`src/rtl/seq_pattern_tx.sv`:
```
// Serial bit-pattern transmitter: captures a pattern, length and repeat count,
// then shifts the pattern out MSB-first with one idle gap cycle between repeats.
module seq_pattern_tx #(
    parameter int MAX_LEN = 16,
    parameter int LEN_W   = 5
) (
    input  logic               clk,
    input  logic               rst,
    input  logic               in_valid,
    output logic               in_ready,
    input  logic [MAX_LEN-1:0] in_pattern,
    input  logic [LEN_W-1:0]   in_len,
    input  logic [3:0]         in_repeat,
    input  logic               abort,
    output logic               x,
    output logic               x_valid,
    output logic               busy,
    output logic               done,
    output logic [1:0]         stateReg
);

    typedef enum logic [1:0] {
        IDLE  = 2'b00,
        SHIFT = 2'b01,
        GAP   = 2'b10,
        DONE  = 2'b11
    } state_t;

    state_t             state_q, state_d;
    logic [MAX_LEN-1:0] pattern_q, pattern_d;
    logic [LEN_W-1:0]   len_q, len_d;
    logic [LEN_W-1:0]   idx_q, idx_d;
    logic [3:0]         rep_q, rep_d;
    logic               x_q, x_d;
    logic               x_valid_q, x_valid_d;
    logic               busy_q, busy_d;
    logic               done_q, done_d;
    logic [LEN_W-1:0]   eff_len;
    logic [MAX_LEN-1:0] shifted;

    assign in_ready = (state_q == IDLE) && !abort;

    always_comb begin
        eff_len = (in_len > LEN_W'(MAX_LEN)) ? LEN_W'(MAX_LEN) : in_len;
    end

    always_comb begin
        state_d   = state_q;
        pattern_d = pattern_q;
        len_d     = len_q;
        idx_d     = idx_q;
        rep_d     = rep_q;
        case (state_q)
            IDLE: begin
                if (in_valid && in_ready) begin
                    pattern_d = in_pattern;
                    len_d     = eff_len;
                    rep_d     = in_repeat;
                    if (eff_len == '0) begin
                        state_d = DONE;
                    end else begin
                        idx_d   = eff_len - LEN_W'(1);
                        state_d = SHIFT;
                    end
                end
            end
            SHIFT: begin
                if (idx_q == '0) begin
                    if (rep_q == 4'd0) begin
                        state_d = DONE;
                    end else begin
                        rep_d   = rep_q - 4'd1;
                        idx_d   = len_q - LEN_W'(1);
                        state_d = GAP;
                    end
                end else begin
                    idx_d = idx_q - LEN_W'(1);
                end
            end
            GAP:     state_d = SHIFT;
            DONE:    state_d = IDLE;
            default: state_d = IDLE;
        endcase

        if (abort && (state_q != IDLE)) begin
            state_d = IDLE;
        end

        // Outputs are registered from the next state so they line up with stateReg.
        shifted   = pattern_d >> idx_d;
        x_d       = (state_d == SHIFT) && shifted[0];
        x_valid_d = (state_d == SHIFT);
        busy_d    = (state_d != IDLE);
        done_d    = (state_d == DONE);
    end

    always_ff @(posedge clk or posedge rst) begin
        if (rst) begin
            state_q   <= IDLE;
            pattern_q <= '0;
            len_q     <= '0;
            idx_q     <= '0;
            rep_q     <= '0;
            x_q       <= 1'b0;
            x_valid_q <= 1'b0;
            busy_q    <= 1'b0;
            done_q    <= 1'b0;
        end else begin
            state_q   <= state_d;
            pattern_q <= pattern_d;
            len_q     <= len_d;
            idx_q     <= idx_d;
            rep_q     <= rep_d;
            x_q       <= x_d;
            x_valid_q <= x_valid_d;
            busy_q    <= busy_d;
            done_q    <= done_d;
        end
    end

    assign x        = x_q;
    assign x_valid  = x_valid_q;
    assign busy     = busy_q;
    assign done     = done_q;
    assign stateReg = state_q;

endmodule

```
`config.mk`:
```
export PLATFORM = sky130hd
export DESIGN_NAME = seq_pattern_tx
export DESIGN_NICKNAME = d
export VERILOG_FILES = /design/src/rtl/seq_pattern_tx.sv
export SDC_FILE = /design/constraint.sdc
export NUM_CORES = 1
export LEC_CHECK = 0
export ABC_AREA = 1
export ABC_CLOCK_PERIOD_IN_PS = 2400
export CAP_MARGIN = 40
export CORE_ASPECT_RATIO = 1.4
export CORE_MARGIN = 8
export CORE_UTILIZATION = 47
export DETAILED_ROUTE_END_ITERATION = 8
export HOLD_SLACK_MARGIN = 0.08
export PLACE_DENSITY = 0.72
export SETUP_SLACK_MARGIN = 0.15
export SLEW_MARGIN = 0
export SYNTH_ARGS = -nofsm -noshare
export SYNTH_HDL_FRONTEND = slang
export SYNTH_SLANG_ARGS = --single-unit
```
`constraint.sdc`:
```
create_clock -name clk -period 2.4 [get_ports clk]
set_clock_uncertainty 0.15 [all_clocks]
set_input_delay 0.72 -clock clk [delete_from_list [all_inputs] [get_ports clk]]
set_output_delay 0.72 -clock clk [all_outputs]
set_load 0.02 [all_outputs]
```
==> results.py <==
metrics = {
    "setup_path": {
        "critical_path_class": "in -> reg",
        "rr_worst_depth": 13,
        "critPathRequiredTime_ns": 2.44,
        "critPathMaxFanout": 5,
        "cp.arrival_ns": 2.43,
        "r2r-start": "idx_q[1]$_DFF_PP0_",
        "cp-start-kind": "primary input",
        "r2r_setup_slack_ns": 0.16,
        "timing.rr.end": "x$_DFF_PP0_",
        "crit_path_end_kind": "flip-flop",
    },
    "die": {
        "io_pins": 36,
        "core_um2": 4240,
        "fp.dieH_um": 94.8,
        "floorplan.initialDensity": 0.492,
        "num_rows": 28,
        "dieArea_um2": 6860,
        "die_w_um": 72.3,
    },
    "pwr": {
        "power.switching_mw": 1.43,
        "p_clk_frac": 0.136,
        "power.density_nw_per_um2": 1140,
        "combPwrFrac": 0.559,
        "pwr-share-seq": 0.305,
        "ir_worst_vdd_mv": 0.704,
        "p_sw_frac": 0.424,
        "p_int_mw": 1.93,
        "p_leak_nw": 1.50,
        "power_mw": 3.36,
    },
    "logic_synthesis": {
        "syn_area_um2": 2090,
        "syn_inst": 273,
        "synth_cell_type_count": 34,
        "syn_nets": 306,
        "ys_warn_count": 0,
        "yosys-top-cells-area": "dfrtp_1, nand2_1, inv_1, nand3_1, nor2_1",
        "netlist.area_leader.share": 0.432,
        "postSynthAreaPerCell_um2": 7.64,
        "yosys_register_bits": 36,
        "yosysSeqAreaShare": 0.432,
        "synth_top_area_cell": "dfrtp_1",
    },
    "sta": {
        "whs_ns": 0.339,
        "fmax_mhz": 418,
        "rsz0062_at_grt": "true",
        "relSlewSlack": 0.696,
        "fin_setup_tns_ns": 0,
        "fin_ws_ns": 0.00522,
        "period_minus_slack_ns": 2.39,
        "tightest_slew_ns": 0.455,
        "slew_viol_final": 0,
        "hold_viol": 0,
        "setup_violations": 0,
        "fin_crit_sh": 0.998,
    },
    "drt": {
        "routed_wl_mm": 5.28,
        "drt-wirelength-per-cell_um": 12.8,
        "drc": 0,
        "drtAntennaViolNets": 0,
        "firstDrtPassIters": 4,
        "via_per_inst": 5.08,
        "dr.first_iter.drc_count": 85,
        "num_vias": 2100,
    },
    "placed_design": {
        "dp_slack_ns": -0.711,
        "numPortBuffers": 35,
        "dp_hpwl_mm": 4.08,
        "gp_congestion": 0.984,
    },
    "worst_hold_path": {
        "hold_class": "reg -> reg",
        "hold_depth": 2,
        "whs_endpoint": "pattern_q[12]$_DFF_PP0_",
        "hold_path.startpoint": "pattern_q[12]$_DFF_PP0_",
    },
    "cts": {
        "worstSkewPairLatency_ns": 0.29,
        "cts_buffers": 5,
        "h-tree-depth": 2,
        "clk_pin_slew_worst_paths_ns": 0.07,
        "cts_sinks": 36,
        "hold_buffers": 0,
        "cts_tree": "built",
        "cts_root_buf": "clkbuf_8",
        "clock_path_buffers": 2,
    },
    "layout": {
        "most-common-layout-cells": "nand2_1, buf_4, dfrtp_1, inv_1, clkdlybuf4s50_1",
        "nets": 385,
        "utilization": 0.698,
        "drive_gt1_frac": 0.232,
        "final_common_cell": "nand2_1",
        "area_growth_pct": 41.9,
        "antenna_cells": 0,
        "n_fill_cell": 362,
    },
    "grt": {
        "grt_pass1_vias": 2129,
        "overflow": 0,
        "grt_max_degree": 37,
        "track_usage": 0.163,
        "grt_use_met3": 0.0382,
        "grt-busiest-layer": "met2",
        "antenna_found_initial": 0,
        "grt_pass1_wl_mm": 9.00,
        "grt.met2_usage": 0.320,
        "grt_util_met1": 0.159,
    },
    "run": {
        "maxCapViolations": 0,
    },
    "status": {
        "status": "finished clean",
    },
}
[cell type report]
class / instances / area [µm²] / area share
clock buffers: 6 / 82.6 / 0.0279
multi-input cells: 200 / 1100 / 0.372
repair buffers: 76 / 662 / 0.224
well taps: 60 / 75.1 / 0.0254
flip-flops and latches: 36 / 902 / 0.305
inverters: 33 / 124 / 0.0418
clock inverters: 2 / 13.8 / 0.00465
[kinds of logic (layout without fill, tap and decap cells)]
family | after synthesis | in the layout | share of synthesized area
adders and majority gates | 4 | 4 | 0.0240
buffers and inverters | 38 | 117 | 0.0780
and+or+nand+nor | 158 | 159 | 0.354
AOI/OAI and AO/OA | 32 | 32 | 0.0912
DFF | 36 | 36 | 0.432
xor gates and xnor gates | 5 | 5 | 0.0210
[registers in the layout, indices dropped and copies added, names as in the netlist]
signal	cells
done	1
len_q	5
x	1
stateReg	2
rep_q	4
busy	1
pattern_q	16
x_valid	1
idx_q	5
[what timing repair did]
action | in CTS | in global routing
buffers inserted | 4 | 2
cloned | 1 | 0
setup endpoints to repair | 13 | 2
pin swaps | 23 | 9
resized for setup | 37 | 2
[per-layer routing]
layer / up-vias / wire (µm)
li1: 1037 / -
met1: 1012 / 1990
met2: 41 / 3010
met3: 10 / 179
met4: 0 / 101
met5: - / 0
[power by group through the flow]
stage,clock network [mW],registers [mW],logic (mW)
after floorplan,0,1.03,1.18
after global routing,0.488,1.06,2.11
after global placement,0,1.03,1.79
final,0.457,1.03,1.88
after detailed placement,0,1.03,1.82
after CTS,0.467,1.03,1.87
[synthesized netlist by cell type]
cell type  number
nand2_1        95
dfrtp_1        36
inv_1          31
nor2_1         22
nand3_1        19
o21ai_0        13
nand4_1         8
xor2_1          5
a21oi_1         4
ha_1            4
o22ai_1         4
nand3_4         3
nor2_4          3
o21ai_1         3
buf_6           2
inv_2           2
nand2_2         2
a22o_1          1
a31oi_1         1
buf_1           1
buf_2           1
buf_4           1
nand3_2         1
nand3b_1        1
nor2_2          1
nor2_8          1
nor3_1          1
o211ai_1        1
o21a_1          1
o21ai_2         1
o221ai_1        1
o311ai_0        1
o32ai_1         1
or2_0           1
[critical path: stages]
cell and delay (ns):
buf_2 0.12, nor2_4 0.09, nand2_2 0.08, a21oi_4 0.16, inv_2 0.06, ha_4 0.17
nand2_4 0.07, nor2_4 0.04, nor2_4 0.12, nor2_2 0.06, o21ai_1 0.12, o21ai_1 0.08
nor2_2 0.20, nand3b_1 0.14, nand3_1 0.08, nand2_1 0.06, nor2_1 0.04
[metrics by stage]
stage / cells / area (µm²)
final: 413 / 2960
after global routing: 413 / 2960
after CTS: 411 / 2930
after detailed placement: 398 / 2790
after global placement: 398 / 2790
after floorplan: 273 / 2140
[worst max-delay path by stage]
| stage | from | end |
|---|---|---|
| 6_report | in_len[3] | x$_DFF_PP0_ |
| 5_1_grt | in_len[3] | x$_DFF_PP0_ |
| 4_1_cts | in_len[0] | x$_DFF_PP0_ |
| 3_5_place_dp | in_len[3] | x$_DFF_PP0_ |
| 3_3_place_gp | in_len[3] | x$_DFF_PP0_ |
| 2_1_floorplan | in_len[3] | x$_DFF_PP0_ |
No activity file was read; power rests on OpenSTA's default activity.
